## config.mk

```make
export PLATFORM = sky130hd
export DESIGN_NAME = uart_tx_arbiter_flat
export DESIGN_NICKNAME = d
export VERILOG_FILES = /design/src/rtl/uart_tx_arbiter_if.sv /design/src/rtl/uart_tx_arbiter.sv /design/src/flat_wrapper.sv
export SDC_FILE = /design/constraint.sdc
export NUM_CORES = 1
export LEC_CHECK = 0
export ABC_CLOCK_PERIOD_IN_PS = 1750
export CAP_MARGIN = 30
export CORE_MARGIN = 2
export CORE_UTILIZATION = 41
export CTS_CLUSTER_DIAMETER = 200
export DETAILED_ROUTE_END_ITERATION = 16
export GPL_ROUTABILITY_DRIVEN = 0
export PLACE_DENSITY = 0.77
export SLEW_MARGIN = 30
export SYNTH_ARGS = -nofsm -noshare
export SYNTH_HDL_FRONTEND = slang
export SYNTH_SLANG_ARGS = --single-unit
```

## constraint.sdc

```tcl
create_clock -name clk -period 1.75 [get_ports clk]
set_input_delay 0.2625 -clock clk [delete_from_list [all_inputs] [get_ports clk]]
set_output_delay 0.2625 -clock clk [all_outputs]
set_load 0.05 [all_outputs]
```

## src/rtl/uart_tx_arbiter_if.sv

```systemverilog
// uart_tx_arbiter_if: bundles the requester strobe buses and the transmitter
// byte port that the arbiter sits between.
//   req_dat  [N*8]  byte from requester i at bits [8i+7:8i]
//   req_last [N]    byte ends requester i's message
//   req_we   [N]    write enable per requester
//   req_stb  [N]    strobe, held until the matching ack
//   req_ack  [N]    one-cycle ack per requester
//   tx_dat   [8]    byte to the transmitter
//   tx_we/tx_stb    write enable / strobe to the transmitter
//   tx_ack          transmitter ack
//   tx_full         transmitter FIFO full
// slave  = arbiter view, master = requester/transmitter environment view.
interface uart_tx_arbiter_if #(
  parameter int N = 2
);
  logic [N*8-1:0] req_dat;
  logic [N-1:0]   req_last;
  logic [N-1:0]   req_we;
  logic [N-1:0]   req_stb;
  logic [N-1:0]   req_ack;
  logic [7:0]     tx_dat;
  logic           tx_we;
  logic           tx_stb;
  logic           tx_ack;
  logic           tx_full;

  modport slave (
    input  req_dat, req_last, req_we, req_stb, tx_ack, tx_full,
    output req_ack, tx_dat, tx_we, tx_stb
  );

  modport master (
    output req_dat, req_last, req_we, req_stb, tx_ack, tx_full,
    input  req_ack, tx_dat, tx_we, tx_stb
  );
endinterface

```

## src/rtl/uart_tx_arbiter.sv

```systemverilog
// uart_tx_arbiter: shares one 8-bit UART TX byte port between N write-only
// requesters. Arbitration is per message: the owner keeps the grant until it
// writes a byte flagged last; messages are granted round-robin.
// Ports:
//   clk      system clock
//   rst      synchronous reset, active-high
//   bus      uart_tx_arbiter_if.slave (requester buses + transmitter port)
//   grant_o  one-hot current owner, 0 when idle
//   busy_o   a message is in progress
// Optional: define UART_ARB_TIMEOUT_EN to revoke a grant after TIMEOUT
// cycles in OWN with the owner inactive.
//
// state | meaning
// IDLE  | no owner, searching from ptr for an active requester
// OWN   | owner granted, waiting for its next byte (and tx not full)
// SEND  | byte on the transmitter port, waiting for tx_ack
// RESP  | ack pulse visible to the owner; release on last byte
module uart_tx_arbiter #(
  parameter int N       = 2,
  parameter int TIMEOUT = 1024
) (
  input  logic             clk,
  input  logic             rst,
  uart_tx_arbiter_if.slave bus,
  output logic [N-1:0]     grant_o,
  output logic             busy_o
);
  localparam int PW = (N > 1) ? $clog2(N) : 1;

  if (N < 2 || N > 8 || TIMEOUT < 1 || TIMEOUT > 65535) begin : g_bad_param
    $error("uart_tx_arbiter: N must be 2..8 and TIMEOUT 1..65535");
  end

  typedef enum logic [1:0] {IDLE, OWN, SEND, RESP} state_e;

  state_e         state_q, state_d;
  logic [N-1:0]   grant_q, grant_d;
  logic [N-1:0]   req_ack_q, req_ack_d;
  logic [PW-1:0]  owner_q, owner_d;
  logic [PW-1:0]  ptr_q, ptr_d;
  logic           last_q, last_d;
  logic [7:0]     tx_dat_q, tx_dat_d;
  logic           tx_stb_q, tx_stb_d;
  logic           busy_q, busy_d;

  logic [N-1:0]   act;
  logic           owner_act;
  logic           tmo_hit;
  logic           found;
  logic [PW-1:0]  pick_idx;
  logic [PW-1:0]  next_owner;

  assign act        = bus.req_stb & bus.req_we;
  assign owner_act  = act[owner_q];
  assign next_owner = (int'(owner_q) == N - 1) ? '0 : owner_q + PW'(1);

`ifdef UART_ARB_TIMEOUT_EN
  logic [15:0] tmo_q, tmo_d;

  // Counts only OWN cycles with the owner inactive; anything outside OWN
  // (including a byte being issued) clears it. A full-stall with the owner
  // active holds the count.
  always_comb begin
    tmo_d = '0;
    if (state_q == OWN) begin
      if (!owner_act) tmo_d = tmo_q + 16'd1;
      else            tmo_d = tmo_q;
    end
  end

  assign tmo_hit = (state_q == OWN) && !owner_act && (tmo_q + 16'd1 == 16'(TIMEOUT));

  always_ff @(posedge clk) begin
    if (rst) tmo_q <= '0;
    else     tmo_q <= tmo_d;
  end
`else
  assign tmo_hit = 1'b0;
`endif

  // First active requester searching ptr, ptr+1, ... mod N.
  always_comb begin
    int idx;
    found    = 1'b0;
    pick_idx = '0;
    for (int k = 0; k < N; k++) begin
      idx = int'(ptr_q) + k;
      if (idx >= N) idx = idx - N;
      if (!found && act[idx]) begin
        found    = 1'b1;
        pick_idx = PW'(idx);
      end
    end
  end

  always_comb begin
    state_d   = state_q;
    grant_d   = grant_q;
    req_ack_d = '0;
    owner_d   = owner_q;
    ptr_d     = ptr_q;
    last_d    = last_q;
    tx_dat_d  = tx_dat_q;
    tx_stb_d  = tx_stb_q;
    case (state_q)
      IDLE: begin
        if (found) begin
          grant_d = N'(1) << pick_idx;
          owner_d = pick_idx;
          state_d = OWN;
        end
      end
      OWN: begin
        if (owner_act) begin
          if (!bus.tx_full) begin
            tx_dat_d = bus.req_dat[int'(owner_q)*8 +: 8];
            last_d   = bus.req_last[owner_q];
            tx_stb_d = 1'b1;
            state_d  = SEND;
          end
        end else if (tmo_hit) begin
          grant_d = '0;
          ptr_d   = next_owner;
          state_d = IDLE;
        end
      end
      SEND: begin
        if (bus.tx_ack) begin
          tx_stb_d  = 1'b0;
          req_ack_d = grant_q;
          state_d   = RESP;
        end
      end
      RESP: begin
        if (last_q) begin
          grant_d = '0;
          ptr_d   = next_owner;
          state_d = IDLE;
        end else begin
          state_d = OWN;
        end
      end
      default: state_d = IDLE;
    endcase
    busy_d = (state_d != IDLE);
  end

  always_ff @(posedge clk) begin
    if (rst) begin
      state_q   <= IDLE;
      grant_q   <= '0;
      req_ack_q <= '0;
      owner_q   <= '0;
      ptr_q     <= '0;
      last_q    <= 1'b0;
      tx_dat_q  <= '0;
      tx_stb_q  <= 1'b0;
      busy_q    <= 1'b0;
    end else begin
      state_q   <= state_d;
      grant_q   <= grant_d;
      req_ack_q <= req_ack_d;
      owner_q   <= owner_d;
      ptr_q     <= ptr_d;
      last_q    <= last_d;
      tx_dat_q  <= tx_dat_d;
      tx_stb_q  <= tx_stb_d;
      busy_q    <= busy_d;
    end
  end

  assign bus.req_ack = req_ack_q;
  assign bus.tx_dat  = tx_dat_q;
  assign bus.tx_stb  = tx_stb_q;
  assign bus.tx_we   = tx_stb_q;
  assign grant_o     = grant_q;
  assign busy_o      = busy_q;
endmodule
```

## src/flat_wrapper.sv

```systemverilog
// flat-port wrapper written by rule: the top's interface ports become plain ports
module uart_tx_arbiter_flat 
#(
  parameter int N       = 2,
  parameter int TIMEOUT = 1024
)
  (clk, rst, grant_o, busy_o, bus_req_dat, bus_req_last, bus_req_we, bus_req_stb, bus_tx_ack, bus_tx_full, bus_req_ack, bus_tx_dat, bus_tx_we, bus_tx_stb);
  uart_tx_arbiter_if #(.N(N)) bus_i ();
  input  logic clk;
  input  logic rst;
  output logic [N-1:0] grant_o;
  output logic busy_o;
  input wire logic [$bits(bus_i.req_dat)-1:0] bus_req_dat;
  input wire logic [$bits(bus_i.req_last)-1:0] bus_req_last;
  input wire logic [$bits(bus_i.req_we)-1:0] bus_req_we;
  input wire logic [$bits(bus_i.req_stb)-1:0] bus_req_stb;
  input wire logic [$bits(bus_i.tx_ack)-1:0] bus_tx_ack;
  input wire logic [$bits(bus_i.tx_full)-1:0] bus_tx_full;
  output wire logic [$bits(bus_i.req_ack)-1:0] bus_req_ack;
  output wire logic [$bits(bus_i.tx_dat)-1:0] bus_tx_dat;
  output wire logic [$bits(bus_i.tx_we)-1:0] bus_tx_we;
  output wire logic [$bits(bus_i.tx_stb)-1:0] bus_tx_stb;
  assign bus_i.req_dat = bus_req_dat;
  assign bus_i.req_last = bus_req_last;
  assign bus_i.req_we = bus_req_we;
  assign bus_i.req_stb = bus_req_stb;
  assign bus_i.tx_ack = bus_tx_ack;
  assign bus_i.tx_full = bus_tx_full;
  assign bus_req_ack = bus_i.req_ack;
  assign bus_tx_dat = bus_i.tx_dat;
  assign bus_tx_we = bus_i.tx_we;
  assign bus_tx_stb = bus_i.tx_stb;
  uart_tx_arbiter #(.N(N), .TIMEOUT(TIMEOUT)) u_core (.clk(clk), .rst(rst), .bus(bus_i), .grant_o(grant_o), .busy_o(busy_o));
endmodule
```

==> results.md <==
* Setup repair after global routing missed its margin: false
* Initial cell density of the core at 43.9%
* Post-synthesis net count at 133
* Number of levels the H-tree was split into at 1
* WHS at 0.478 ns
* Total global-route track usage at between 15 and 20%
* Setup Buffers After CTS at 0
* Final worst path period need at roughly 1.7 ns
* Final #Nets at around 180
* Clock tree from TritonCTS: built
* Cell count after placement at around 170
* Crit path max-delay cell type: sky130_fd_sc_hd__clkdlybuf4s50_1
* Wire length after detailed routing at about 2100 um
* Share of the cycle needed by the critical path after routing at 97.3%
* Pwr/cell area at about 700 nW/um^2
* Area of the multi-input gates at roughly 550 um^2
* Largest buffer count on any clock path at 2
* Insertion delay of the later-clocked pin in the worst-skew pair at 0.30 ns
* Data arrival time at the worst-slack endpoint at 1.44 ns
* Worst setup slack after placement at -0.00765 ns
* Top Ports at 41
* Largest net degree at the start of global routing at 13
* Fraction of layout instances using a drive strength above 1 at 11.8%
* Core area at 2230 um^2
* Post-Syn Instances at 101
* Register-to-register setup slack at between 0.2 and 0.25 ns
* Clock-pin slew on the worst setup and hold paths at 0.10 ns
* Initial antenna violation count at 0
* Via count of the first global-routing pass at 866
* Number of buffers created by CTS at 3
* Max-Slew Margin vs Limit at 65.9%
* Leading cell types in the layout, fill and taps excluded: 29 x sky130_fd_sc_hd__clkdlybuf4s50_1, 19 x sky130_fd_sc_hd__dfxtp_1, 12 x sky130_fd_sc_hd__nor2_1
* Launching element type of the critical path: flop
* Area contributors post-synth: sky130_fd_sc_hd__dfxtp_1 39%, sky130_fd_sc_hd__mux2i_1 9.2%, sky130_fd_sc_hd__ha_1 7.7%, sky130_fd_sc_hd__a211oi_1 6.1%, sky130_fd_sc_hd__nor2_1 4.6%
* DIE AREA at 2800 um^2
* Netlist area before placement at 980 um^2
* Final setup viols at 0
* Endpoints failing hold at 0
* Width of the chip at 52.9 um
* Total iterations of the first detailed-routing run at 4
* Crit-path max cell delay at 0.81 ns
* Count of standard-cell rows at 17
* Vias per cell at a little over 5
* Register area share after synthesis at 38.8%
* Vert. Die Dim at about 53 um
* Core Util, Final at around two thirds
* Synth-to-Final Area Change at 47.8%
* DR iter-0 viols at 7
* Peak Freq at 587 MHz
* Yosys top cell area share at 38.8%
* Number of slew-limit violations in the final report at 0
* Result of the run: completed
* CP Buf/Inv Count at 1
* Hold-fix buffers at CTS at 0
* DRC violations left at 0
* Reg area at 380 um^2
* Most frequently used flop master after synthesis: sky130_fd_sc_hd__dfxtp_1
* Number of enable flip-flop cells after synthesis at 0
* Cell family with the largest share of critical-path delay: buffers and inverters
* Cell Chain, Critical Path: clkdlybuf4s50_1
* Proportion of register bits with asynchronous set or reset after synthesis at 0%
* Most common library cell in the layout ignoring fill and taps: sky130_fd_sc_hd__clkdlybuf4s50_1
* Crit path kind: flop to output pin
* Final ANT Viol Nets at 0
* Global-route wire length before repair at between 3000 and 4000 um
* Routed wirelength normalized by instance count at between 10 and 15 um
* Number of inserted diodes at 0
* Required time reported for the critical path endpoint at 1.49 ns
* Post-route insts no fill at roughly 170
* Measured slew at the worst slew-check pin at 0.510 ns
* Number of buffers added on ports at 40
* Detailed Place HPWL at 1610 um
* Fill count at 191
* Number of clock sinks seen by CTS at 19
* Max Cap Violations at 0
* Synthesized area divided by synthesized cell count at 9.70 um^2
* Max Clock Skew at 0.0116 ns
* Post-layout worst setup margin at roughly 0.048 ns
* Kind of path behind the tightest hold check: flop to flop
* Total via count after detailed routing at 887
* Distinct cell type count of the synthesized netlist at 34
* Static leakage at between 0.6 and 0.7 nW
* CP Max Fanout at 2
* Remaining global-route overflow at 0
* Root buf cell: sky130_fd_sc_hd__clkbuf_4
* Type of destination of the critical path: output pin
* Leading area contributor after synthesis: sky130_fd_sc_hd__dfxtp_1
* Max rail drop VDD at 0.000387 V
* Warnings from Yosys at 0
* Number of storage elements in the synthesis netlist at 19
-- final cells by class --
cell class                 instances  area share (%)
tap                               28            2.42
clock buffer                       4            1.82
timing repair buffer              44            30.3
multi-input combinational         73            38.2
inverter                           4            1.04
sequential                        19            26.3
-- through the flow --
stage / setup TNS [ns] / cell area [um^2] / power, W
CTS: 0 / 1430 / 0.00102
global route: 0 / 1450 / 0.00107
floorplan: 0 / 980 / 0.000674
global placement: 0 / 1400 / 0.000789
detailed placement: -0.00765 / 1400 / 0.000795
finish: 0 / 1450 / 0.00101
-- path summary, 6_finish.rpt --
path / startpoint / to / depth (start not counted)
setup / recovery: u_core.bus.tx_dat[3]$_SDFFE_PP0P_ / bus_tx_dat[3] / 1
hold reg to reg: u_core.grant_o[0]$_SDFFE_PP0P_ / u_core.bus.req_ack[0]$_SDFF_PP0_ / 2
setup reg to reg: u_core.state_q[1]$_SDFF_PP0_ / u_core.bus.tx_dat[4]$_SDFFE_PP0P_ / 6
hold / removal: u_core.grant_o[0]$_SDFFE_PP0P_ / u_core.bus.req_ack[0]$_SDFF_PP0_ / 2
-- power breakdown --
part	switching (W)	internal (W)	total, W
clock network	0.000134	0.0000888	0.000223
logic	0.000164	0.000145	0.000309
registers	0.0000181	0.000457	0.000475
total	0.000316	0.000691	0.00101
-- cells by family (layout without fill, tap and decap cells) --
logic type / Yosys count / in the layout / share of synthesized area, %
flip-flops: 19 / 19 / 38.8
multiplexers: 9 / 9 / 9.20
AND/OR/NAND/NOR: 33 / 33 / 18.9
AO/OA/AOI/OAI: 25 / 25 / 20.7
buffers and inverters: 9 / 52 / 4.72
adder cells (fa/ha/maj): 6 / 6 / 7.66
-- cells in the mapped netlist, types with 2 or more instances --
cell type                  number
sky130_fd_sc_hd__a211oi_1       8
sky130_fd_sc_hd__a21oi_1        4
sky130_fd_sc_hd__and2_1         2
sky130_fd_sc_hd__dfxtp_1       19
sky130_fd_sc_hd__ha_1           6
sky130_fd_sc_hd__inv_1          4
sky130_fd_sc_hd__mux2i_1        9
sky130_fd_sc_hd__nand2_1        6
sky130_fd_sc_hd__nand2b_1       4
sky130_fd_sc_hd__nor2_1        12
sky130_fd_sc_hd__nor3_1         2
sky130_fd_sc_hd__nor3b_1        2
sky130_fd_sc_hd__o32ai_1        2
-- sequential cells by signal, summed over array words and instances (netlist names) --
signal and count:
u_core.grant_o 2, u_core.bus.tx_stb 1, u_core.bus.req_ack 2, u_core.ptr_q 1
u_core.busy_o 1, u_core.last_q 1, u_core.bus.tx_dat 8, u_core.owner_q 1
u_core.state_q 2
-- repair_timing --
item / CTS / global route
resized for setup: 0 / 7
endpoints found under the hold margin: 0 / 0
endpoints found under the setup margin: 0 / 7
-- metal layers --
metal / vias to the layer above / track usage [%] / part of all wire, %
met4: 0 / 10.7 / 3.0
met3: 7 / 3.95 / 8.7
met5: - / 0 / 0
met2: 36 / 30.6 / 47
met1: 393 / 17.8 / 42
li1: 451 / - / -
(Power assumes the default switching activity.)
